[config.mk]
export PLATFORM = sky130hd
export DESIGN_NAME = multicycle_ctrl_flat
export DESIGN_NICKNAME = d
export VERILOG_FILES = /design/src/rtl/multicycle_ctrl_if.sv /design/src/rtl/multicycle_ctrl.sv /design/src/flat_wrapper.sv
export SDC_FILE = /design/constraint.sdc
export NUM_CORES = 1
export LEC_CHECK = 0
export CORE_MARGIN = 2
export CORE_UTILIZATION = 34
export CTS_CLUSTER_SIZE = 14
export DETAILED_ROUTE_END_ITERATION = 6
export PLACE_DENSITY_LB_ADDON = 0.05
export SYNTH_ARGS = -nofsm -noshare
export SYNTH_HDL_FRONTEND = slang
export SYNTH_SLANG_ARGS = --single-unit
[constraint.sdc]
create_clock -name clk -period 1.3 [get_ports clk]
set_input_delay 0.195 -clock clk [delete_from_list [all_inputs] [get_ports clk]]
set_output_delay 0.195 -clock clk [all_outputs]
set_load 0.05 [all_outputs]
[src/rtl/multicycle_ctrl_if.sv]
// Control bundle between the multicycle controller and the datapath/memory.
// The controller is the master: it takes opcode/zero/mem_ready and drives the control lines.
interface multicycle_ctrl_if;
    logic [5:0] opcode;
    logic       zero;
    logic       mem_ready;
    logic       mem_req;
    logic       iord;
    logic       we_dm;
    logic       we_ir;
    logic       pc_we;
    logic [1:0] pc_src;
    logic       alu_src_a;
    logic [1:0] alu_src_b;
    logic [1:0] alu_op;
    logic       we_reg;
    logic [1:0] reg_dst;
    logic [1:0] dm2reg;
    logic       retire;
    logic       illegal;
    logic [3:0] state;

    modport master (
        input  opcode, zero, mem_ready,
        output mem_req, iord, we_dm, we_ir, pc_we, pc_src, alu_src_a, alu_src_b,
               alu_op, we_reg, reg_dst, dm2reg, retire, illegal, state
    );

    modport slave (
        output opcode, zero, mem_ready,
        input  mem_req, iord, we_dm, we_ir, pc_we, pc_src, alu_src_a, alu_src_b,
               alu_op, we_reg, reg_dst, dm2reg, retire, illegal, state
    );
endinterface

[src/rtl/multicycle_ctrl.sv]
// Moore control FSM for the multicycle MIPS core; memory phases stall on a req/ready handshake.
// Outputs decode from state, with mem_ready/zero/opcode qualifying only the handshake, branch and illegal cases.
module multicycle_ctrl (
    input  logic                 clk,
    input  logic                 rst_n,
    multicycle_ctrl_if.master    bus
);
    typedef enum logic [3:0] {
        S_IDLE     = 4'd0,
        S_FETCH    = 4'd1,
        S_DECODE   = 4'd2,
        S_MEMADR   = 4'd3,
        S_MEMRD    = 4'd4,
        S_MEMWB    = 4'd5,
        S_MEMWR    = 4'd6,
        S_RTEXEC   = 4'd7,
        S_ALUWB    = 4'd8,
        S_BRANCH   = 4'd9,
        S_ADDIEXEC = 4'd10,
        S_ADDIWB   = 4'd11,
        S_JUMP     = 4'd12,
        S_JAL      = 4'd13
    } state_t;

    localparam logic [5:0] OP_RTYPE = 6'b000000;
    localparam logic [5:0] OP_LW    = 6'b100011;
    localparam logic [5:0] OP_SW    = 6'b101011;
    localparam logic [5:0] OP_BEQ   = 6'b000100;
    localparam logic [5:0] OP_ADDI  = 6'b001000;
    localparam logic [5:0] OP_J     = 6'b000010;
    localparam logic [5:0] OP_JAL   = 6'b000011;

    state_t state_q, state_d;

    always_ff @(posedge clk or negedge rst_n) begin
        if (!rst_n) state_q <= S_IDLE;
        else        state_q <= state_d;
    end

    assign bus.state = state_q;

    always_comb begin
        state_d       = state_q;
        bus.mem_req   = 1'b0;
        bus.iord      = 1'b0;
        bus.we_dm     = 1'b0;
        bus.we_ir     = 1'b0;
        bus.pc_we     = 1'b0;
        bus.pc_src    = 2'b00;
        bus.alu_src_a = 1'b0;
        bus.alu_src_b = 2'b00;
        bus.alu_op    = 2'b00;
        bus.we_reg    = 1'b0;
        bus.reg_dst   = 2'b00;
        bus.dm2reg    = 2'b00;
        bus.retire    = 1'b0;
        bus.illegal   = 1'b0;
        case (state_q)
            S_IDLE: state_d = S_FETCH;
            S_FETCH: begin
                // PC+4 is computed every fetch cycle but only committed with the instruction
                bus.mem_req   = 1'b1;
                bus.alu_src_b = 2'b01;
                bus.we_ir     = bus.mem_ready;
                bus.pc_we     = bus.mem_ready;
                if (bus.mem_ready) state_d = S_DECODE;
            end
            S_DECODE: begin
                bus.alu_src_b = 2'b11;
                case (bus.opcode)
                    OP_RTYPE:      state_d = S_RTEXEC;
                    OP_LW, OP_SW:  state_d = S_MEMADR;
                    OP_BEQ:        state_d = S_BRANCH;
                    OP_ADDI:       state_d = S_ADDIEXEC;
                    OP_J:          state_d = S_JUMP;
                    OP_JAL:        state_d = S_JAL;
                    default: begin
                        bus.illegal = 1'b1;
                        bus.retire  = 1'b1;
                        state_d     = S_FETCH;
                    end
                endcase
            end
            S_MEMADR: begin
                bus.alu_src_a = 1'b1;
                bus.alu_src_b = 2'b10;
                state_d       = (bus.opcode == OP_LW) ? S_MEMRD : S_MEMWR;
            end
            S_MEMRD: begin
                bus.mem_req = 1'b1;
                bus.iord    = 1'b1;
                if (bus.mem_ready) state_d = S_MEMWB;
            end
            S_MEMWB: begin
                bus.we_reg = 1'b1;
                bus.dm2reg = 2'b01;
                bus.retire = 1'b1;
                state_d    = S_FETCH;
            end
            S_MEMWR: begin
                bus.mem_req = 1'b1;
                bus.we_dm   = 1'b1;
                bus.iord    = 1'b1;
                bus.retire  = bus.mem_ready;
                if (bus.mem_ready) state_d = S_FETCH;
            end
            S_RTEXEC: begin
                bus.alu_src_a = 1'b1;
                bus.alu_op    = 2'b10;
                state_d       = S_ALUWB;
            end
            S_ALUWB: begin
                bus.we_reg  = 1'b1;
                bus.reg_dst = 2'b01;
                bus.retire  = 1'b1;
                state_d     = S_FETCH;
            end
            S_BRANCH: begin
                bus.alu_src_a = 1'b1;
                bus.alu_op    = 2'b01;
                bus.pc_src    = 2'b01;
                bus.pc_we     = bus.zero;
                bus.retire    = 1'b1;
                state_d       = S_FETCH;
            end
            S_ADDIEXEC: begin
                bus.alu_src_a = 1'b1;
                bus.alu_src_b = 2'b10;
                state_d       = S_ADDIWB;
            end
            S_ADDIWB: begin
                bus.we_reg = 1'b1;
                bus.retire = 1'b1;
                state_d    = S_FETCH;
            end
            S_JUMP: begin
                bus.pc_src = 2'b10;
                bus.pc_we  = 1'b1;
                bus.retire = 1'b1;
                state_d    = S_FETCH;
            end
            S_JAL: begin
                // $ra gets the PC register as it stands, i.e. before this edge's jump lands
                bus.we_reg  = 1'b1;
                bus.reg_dst = 2'b10;
                bus.dm2reg  = 2'b10;
                bus.pc_src  = 2'b10;
                bus.pc_we   = 1'b1;
                bus.retire  = 1'b1;
                state_d     = S_FETCH;
            end
            default: state_d = S_FETCH;
        endcase
    end
endmodule

[src/flat_wrapper.sv]
// flat-port wrapper written by rule: the top's interface ports become plain ports
module multicycle_ctrl_flat 
  (clk, rst_n, bus_opcode, bus_zero, bus_mem_ready, bus_mem_req, bus_iord, bus_we_dm, bus_we_ir, bus_pc_we, bus_pc_src, bus_alu_src_a, bus_alu_src_b, bus_alu_op, bus_we_reg, bus_reg_dst, bus_dm2reg, bus_retire, bus_illegal, bus_state);
  multicycle_ctrl_if bus_i ();
  input  logic clk;
  input  logic rst_n;
  input wire logic [$bits(bus_i.opcode)-1:0] bus_opcode;
  input wire logic [$bits(bus_i.zero)-1:0] bus_zero;
  input wire logic [$bits(bus_i.mem_ready)-1:0] bus_mem_ready;
  output wire logic [$bits(bus_i.mem_req)-1:0] bus_mem_req;
  output wire logic [$bits(bus_i.iord)-1:0] bus_iord;
  output wire logic [$bits(bus_i.we_dm)-1:0] bus_we_dm;
  output wire logic [$bits(bus_i.we_ir)-1:0] bus_we_ir;
  output wire logic [$bits(bus_i.pc_we)-1:0] bus_pc_we;
  output wire logic [$bits(bus_i.pc_src)-1:0] bus_pc_src;
  output wire logic [$bits(bus_i.alu_src_a)-1:0] bus_alu_src_a;
  output wire logic [$bits(bus_i.alu_src_b)-1:0] bus_alu_src_b;
  output wire logic [$bits(bus_i.alu_op)-1:0] bus_alu_op;
  output wire logic [$bits(bus_i.we_reg)-1:0] bus_we_reg;
  output wire logic [$bits(bus_i.reg_dst)-1:0] bus_reg_dst;
  output wire logic [$bits(bus_i.dm2reg)-1:0] bus_dm2reg;
  output wire logic [$bits(bus_i.retire)-1:0] bus_retire;
  output wire logic [$bits(bus_i.illegal)-1:0] bus_illegal;
  output wire logic [$bits(bus_i.state)-1:0] bus_state;
  assign bus_i.opcode = bus_opcode;
  assign bus_i.zero = bus_zero;
  assign bus_i.mem_ready = bus_mem_ready;
  assign bus_mem_req = bus_i.mem_req;
  assign bus_iord = bus_i.iord;
  assign bus_we_dm = bus_i.we_dm;
  assign bus_we_ir = bus_i.we_ir;
  assign bus_pc_we = bus_i.pc_we;
  assign bus_pc_src = bus_i.pc_src;
  assign bus_alu_src_a = bus_i.alu_src_a;
  assign bus_alu_src_b = bus_i.alu_src_b;
  assign bus_alu_op = bus_i.alu_op;
  assign bus_we_reg = bus_i.we_reg;
  assign bus_reg_dst = bus_i.reg_dst;
  assign bus_dm2reg = bus_i.dm2reg;
  assign bus_retire = bus_i.retire;
  assign bus_illegal = bus_i.illegal;
  assign bus_state = bus_i.state;
  multicycle_ctrl u_core (.clk(clk), .rst_n(rst_n), .bus(bus_i));
endmodule
==> results of run 1 <==
## kinds of logic after synthesis
| group | after synthesis |
|---|---|
| simple gates | 47 |
| compound gates | 25 |
| buf+inv | 10 |
| flops | 4 |
| mux | 3 |
| xor+xnor | 1 |
## cell usage after synthesis (2+ instances only)
cell	number	area, um2
nor2b_1	3	18.8
buf_2	2	10.0
or2_1	2	12.5
nand3_1	2	10.0
nor2_1	14	52.6
nor3_1	4	20.0
a21oi_1	6	30.0
mux2i_1	2	20.0
dfrtp_1	4	100
nor4_1	2	12.5
o211ai_1	2	15.0
clkbuf_1	5	18.8
nand2_1	9	33.8
nand2b_1	5	31.3
o21ai_0	6	30.0
o41ai_1	2	17.5
## metrics by stage
stage,worst slack [ps],cell area [um2],instances
after floorplan,-535,848,90
after global placement,-813,1570,166
after detailed placement,-871,1570,166
==> flow_summary_export.csv, run 1 <==
group,metric,value,unit
outcome,outcome,"aborted with a tool error",
outcome,lastStage,"clock tree synthesis",
outcome,error,"[ERROR DPL-0038] Utilization greater than 100%, impossible to legalize",
logic_synthesis,ys_types,36,
clocking,cts_setup_buffers,16,
logic_synthesis,syn_nets,100,
logic_synthesis,synth_area,602,um2
logic_synthesis,ys_ff_latch,4,
clocking,clock-root-buffer,"clkbuf_4",
floorplanning,start_util,35.6,%
logic_synthesis,synthSimpleGateAreaFrac,40.5,%
floorplanning,ios,33,
logic_synthesis,ys_warn_count,0,
clocking,cts_resized,68,
logic_synthesis,post_synth_inst_count,90,
clocking,htree_levels,1,
clocking,clk_path_buf_depth,2,
logic_synthesis,synth_xor_area_share,1.46,%
placement,dp_hpwl,2370,um
logic_synthesis,synth_fa_ha_area_share,0,%
floorplanning,rows,15,
logic_synthesis,synth_top_family_by_area,"simple AND/OR/NAND/NOR gates",
floorplanning,die_h,46.1,um
logic_synthesis,async_flop_share,100,%
placement,gp_congestion,0.901,
placement,portBuffers,32,
logic_synthesis,synth_compound_area_share,28.9,%
logic_synthesis,synth_ff_type,"dfrtp_1",
clocking,cts_sinks,4,
logic_synthesis,synthMuxAreaShare,5.20,%
logic_synthesis,avgSynthCellArea,6.69,um2
logic_synthesis,synth-edff-count,0,
logic_synthesis,ys_seq_area_share,16.6,%
clocking,cts_hold_buf,0,
floorplanning,die_w,46.1,um
clocking,cts_made_buffers,3,
==> run 2, diff against run 1 <==
CORE_AREA = 2 2 63 65   (was not set)
CORE_MARGIN = not set   (was 2)
CORE_UTILIZATION = not set   (was 34)
CTS_CLUSTER_SIZE = not set   (was 14)
DIE_AREA = 0 0 65 67   (was not set)
PLACE_DENSITY_LB_ADDON = 0.15   (was 0.05)
clock period = 1.7 ns   (was 1.3 ns; I/O delays follow)
==> run 2 against run 1 <==
Compared with the run above:
- the flow now finishes, with violations (negative setup slack)
- synthesized cell count did not move
- area after synthesis unchanged
==> flow_summary_export.csv, run 2 <==
group,metric,value,unit
logic_synthesis,yosysMostFrequentCell,"nor2_1",
cells_and_area,final_common_cell,"buf_4",
floorplanning,core,3610,um2
timing,slew_viol_final,0,
logic_synthesis,synth_area,602,um2
clocking,clk_path_buf_depth,2,
detailed_routing,wl,2320,um
pwr,p_int,1.38,mW
timing,timing.final.ws_setup,-91.6,ps
cells_and_area,design_area,1610,um2
global_route,grt_max_degree,12,
placement,dp_hpwl,1860,um
detailed_routing,postRouteAntennaNets,0,
detailed_routing,post_drt_via_cell_ratio,4.49,
floorplanning,die_w,65,um
timing,final.period_utilization,105,%
detailed_routing,drtPass1Iterations,4,
placement,portBuffers,32,
clocking,cts_tree,"built",
cells_and_area,finalNetCount,158,
job,cap_violations,0,
setup_path,r2r-start,"u_core.bus.state[3]",
worst_hold_path,hold_path.class,"in -> async",
setup_path,start_kind,"input port",
pwr,total_power,2.77,mW
logic_synthesis,synth_ff_type,"dfrtp_1",
timing,hold_viol_final,0,
setup_path,r2r_cells,4,
pwr,power.leakage,0.653,nW
pwr,power.switching,1.39,mW
clocking,cts_sinks,4,
logic_synthesis,ys_types,36,
logic_synthesis,synth-edff-count,0,
floorplanning,start_util,16.7,%
cells_and_area,syn2layout_area_growth,167,%
logic_synthesis,yosys-top-cells-count,"nor2_1, nand2_1, a21oi_1, o21ai_0",
floorplanning,ios,33,
cells_and_area,mostFrequentLayoutCells,"buf_4, buf_12, nand2_1, buf_6",
setup_path,critPathCaptureType,"output pin",
clocking,htree_levels,1,
timing,setup_tns,-158,ps
cells_and_area,drive_gt1_share,62.3,%
logic_synthesis,avgSynthCellArea,6.69,um2
detailed_routing,dr.first_iter.drc_count,18,
setup_path,r2r_end,"u_core.bus.state[0]",
detailed_routing,wire_per_inst,12.0,um
logic_synthesis,ys_ff_latch,4,
logic_synthesis,async_flop_share,100,%
pwr,p_comb_share,85.7,%
cells_and_area,fin_util,44.5,%
setup_path,crit_arrival,1540,ps
clocking,clk_latency,210,ps
timing,final-setup-viol-count,2,
logic_synthesis,synth_top_area_cell,"dfrtp_1",
floorplanning,die-area,4360,um2
logic_synthesis,synth_area_leaders,"dfrtp_1, nor2_1, nand2_1",
detailed_routing,drc,0,
setup_path,critPathKind,"in -> out",
pwr,power_density,1730,nW/um2
clocking,clkTransAtPathRegs,30,ps
timing,rsz0062_at_grt,"yes",
setup_path,r2r_slack,350,ps
placement,place_area,1450,um2
timing,relSlewSlack,75.2,%
cells_and_area,largest_register_ffs,4,
logic_synthesis,syn_nets,100,
logic_synthesis,synth_top_area_share,16.6,%
placement,gp_congestion,0.822,
global_route,grt.overflow.total,0,
global_route,grt_pass1_wl,3930,um
pwr,sw_frac_of_total,50.1,%
global_route,grt_pass1_vias,860,
clocking,clock-root-buffer,"clkbuf_8",
setup_path,path_max_fanout,3,
logic_synthesis,ys_seq_area_share,16.6,%
clocking,cts_made_buffers,3,
pwr,clkPwrFrac,7.1,%
detailed_routing,via_count,872,
floorplanning,die_h,67,um
global_route,grt_usage,11.6,%
timing,fin_skew,0.476,ps
logic_synthesis,post_synth_inst_count,90,
global_route,antenna_found_initial,0,
floorplanning,rows,22,
cells_and_area,n_antenna_cell,0,
setup_path,worstPathRequired,1440,ps
pwr,seqPwrFrac,7.2,%
setup_path,startpoint,"bus_opcode[5]",
timing,max_freq,558,MHz
pwr,ir_worst_vdd,0.000584,V
timing,period_minus_slack,1790,ps
clocking,cts_hold_buf,0,
outcome,violations,"negative setup slack",
outcome,outcome,"finished, violations left",
timing,tightest_slew,372,ps
logic_synthesis,ys_warn_count,0,
run 2: layer usage:
layer  vias up  wire, um  track usage, %  part of all wire, %
met5         -         0               0                    0
met4         0         8            4.79                 0.34
met3         2       112            2.36                  4.8
met2        24      1250            21.0                   54
met1       409       953            13.1                   41
li1        437         -               -                    -
run 2: what timing repair did:
action,4_1_cts,5_1_grt
buffers inserted,3,7
pin swaps,4,4
resized for setup,29,4
endpoints found under the setup margin,4,8
run 2: cell type report:
| type | count | area [um2] |
|---|---|---|
| Inverter | 2 | 7.51 |
| Multi-Input combinational cell | 76 | 627 |
| Sequential cell | 4 | 105 |
| Fill cell | 362 | 2000 |
| Timing Repair Buffer | 61 | 764 |
| Clock buffer | 3 | 41.3 |
| Tap cell | 48 | 60.1 |
run 2: worst max-delay path by stage:
stage / to / slack, ps / depth (start not counted)
5_1_grt: bus_retire / -130 / 6
3_3_place_gp: bus_retire / -570 / 6
2_1_floorplan: bus_we_reg / -200 / 4
3_5_place_dp: bus_retire / -580 / 6
4_1_cts: bus_retire / -120 / 6
6_report: bus_retire / -90 / 6
run 2: kinds of logic after synthesis:
| group | count (synthesis) | share of synthesized area (%) |
|---|---|---|
| and+or+nand+nor | 47 | 40.5 |
| AOI/OAI and AO/OA | 25 | 28.9 |
| buffers and inverters | 10 | 7.28 |
| DFF | 4 | 16.6 |
| muxes | 3 | 5.20 |
| xor gates and xnor gates | 1 | 1.46 |
run 2: power by group through the flow:
stage          Sequential [mW]  Clock, mW  Combinational (mW)
2_1_floorplan            0.291          0                1.25
3_3_place_gp             0.227          0                2.21
3_5_place_dp             0.225          0                2.22
4_1_cts                  0.223      0.204                2.27
5_1_grt                  0.206      0.212                2.49
6_report                 0.200      0.196                2.37
run 2: worst max-delay path, stage by stage:
cell and delay [ps]:
buf_8 100, nor2b_4 110, or4b_4 530, a211oi_4 280, o41ai_4 90, buf_6 170
run 2: per-stage QoR:
stage	cells	hold WS [ps]	setup slack (ps)
global placement	181	465	-570
finish	194	239	-91.6
detailed placement	181	471	-582
CTS	187	240	-122
floorplan	90	-40.6	-200
global route	194	250	-125
No activity file was read; power rests on OpenSTA's default activity.
==> run 3, diff against run 2 <==
CAP_MARGIN = 10   (was not set)
==> results of run 3 <==
No change in the layout: final DEF, timing and power equal those of run 2.
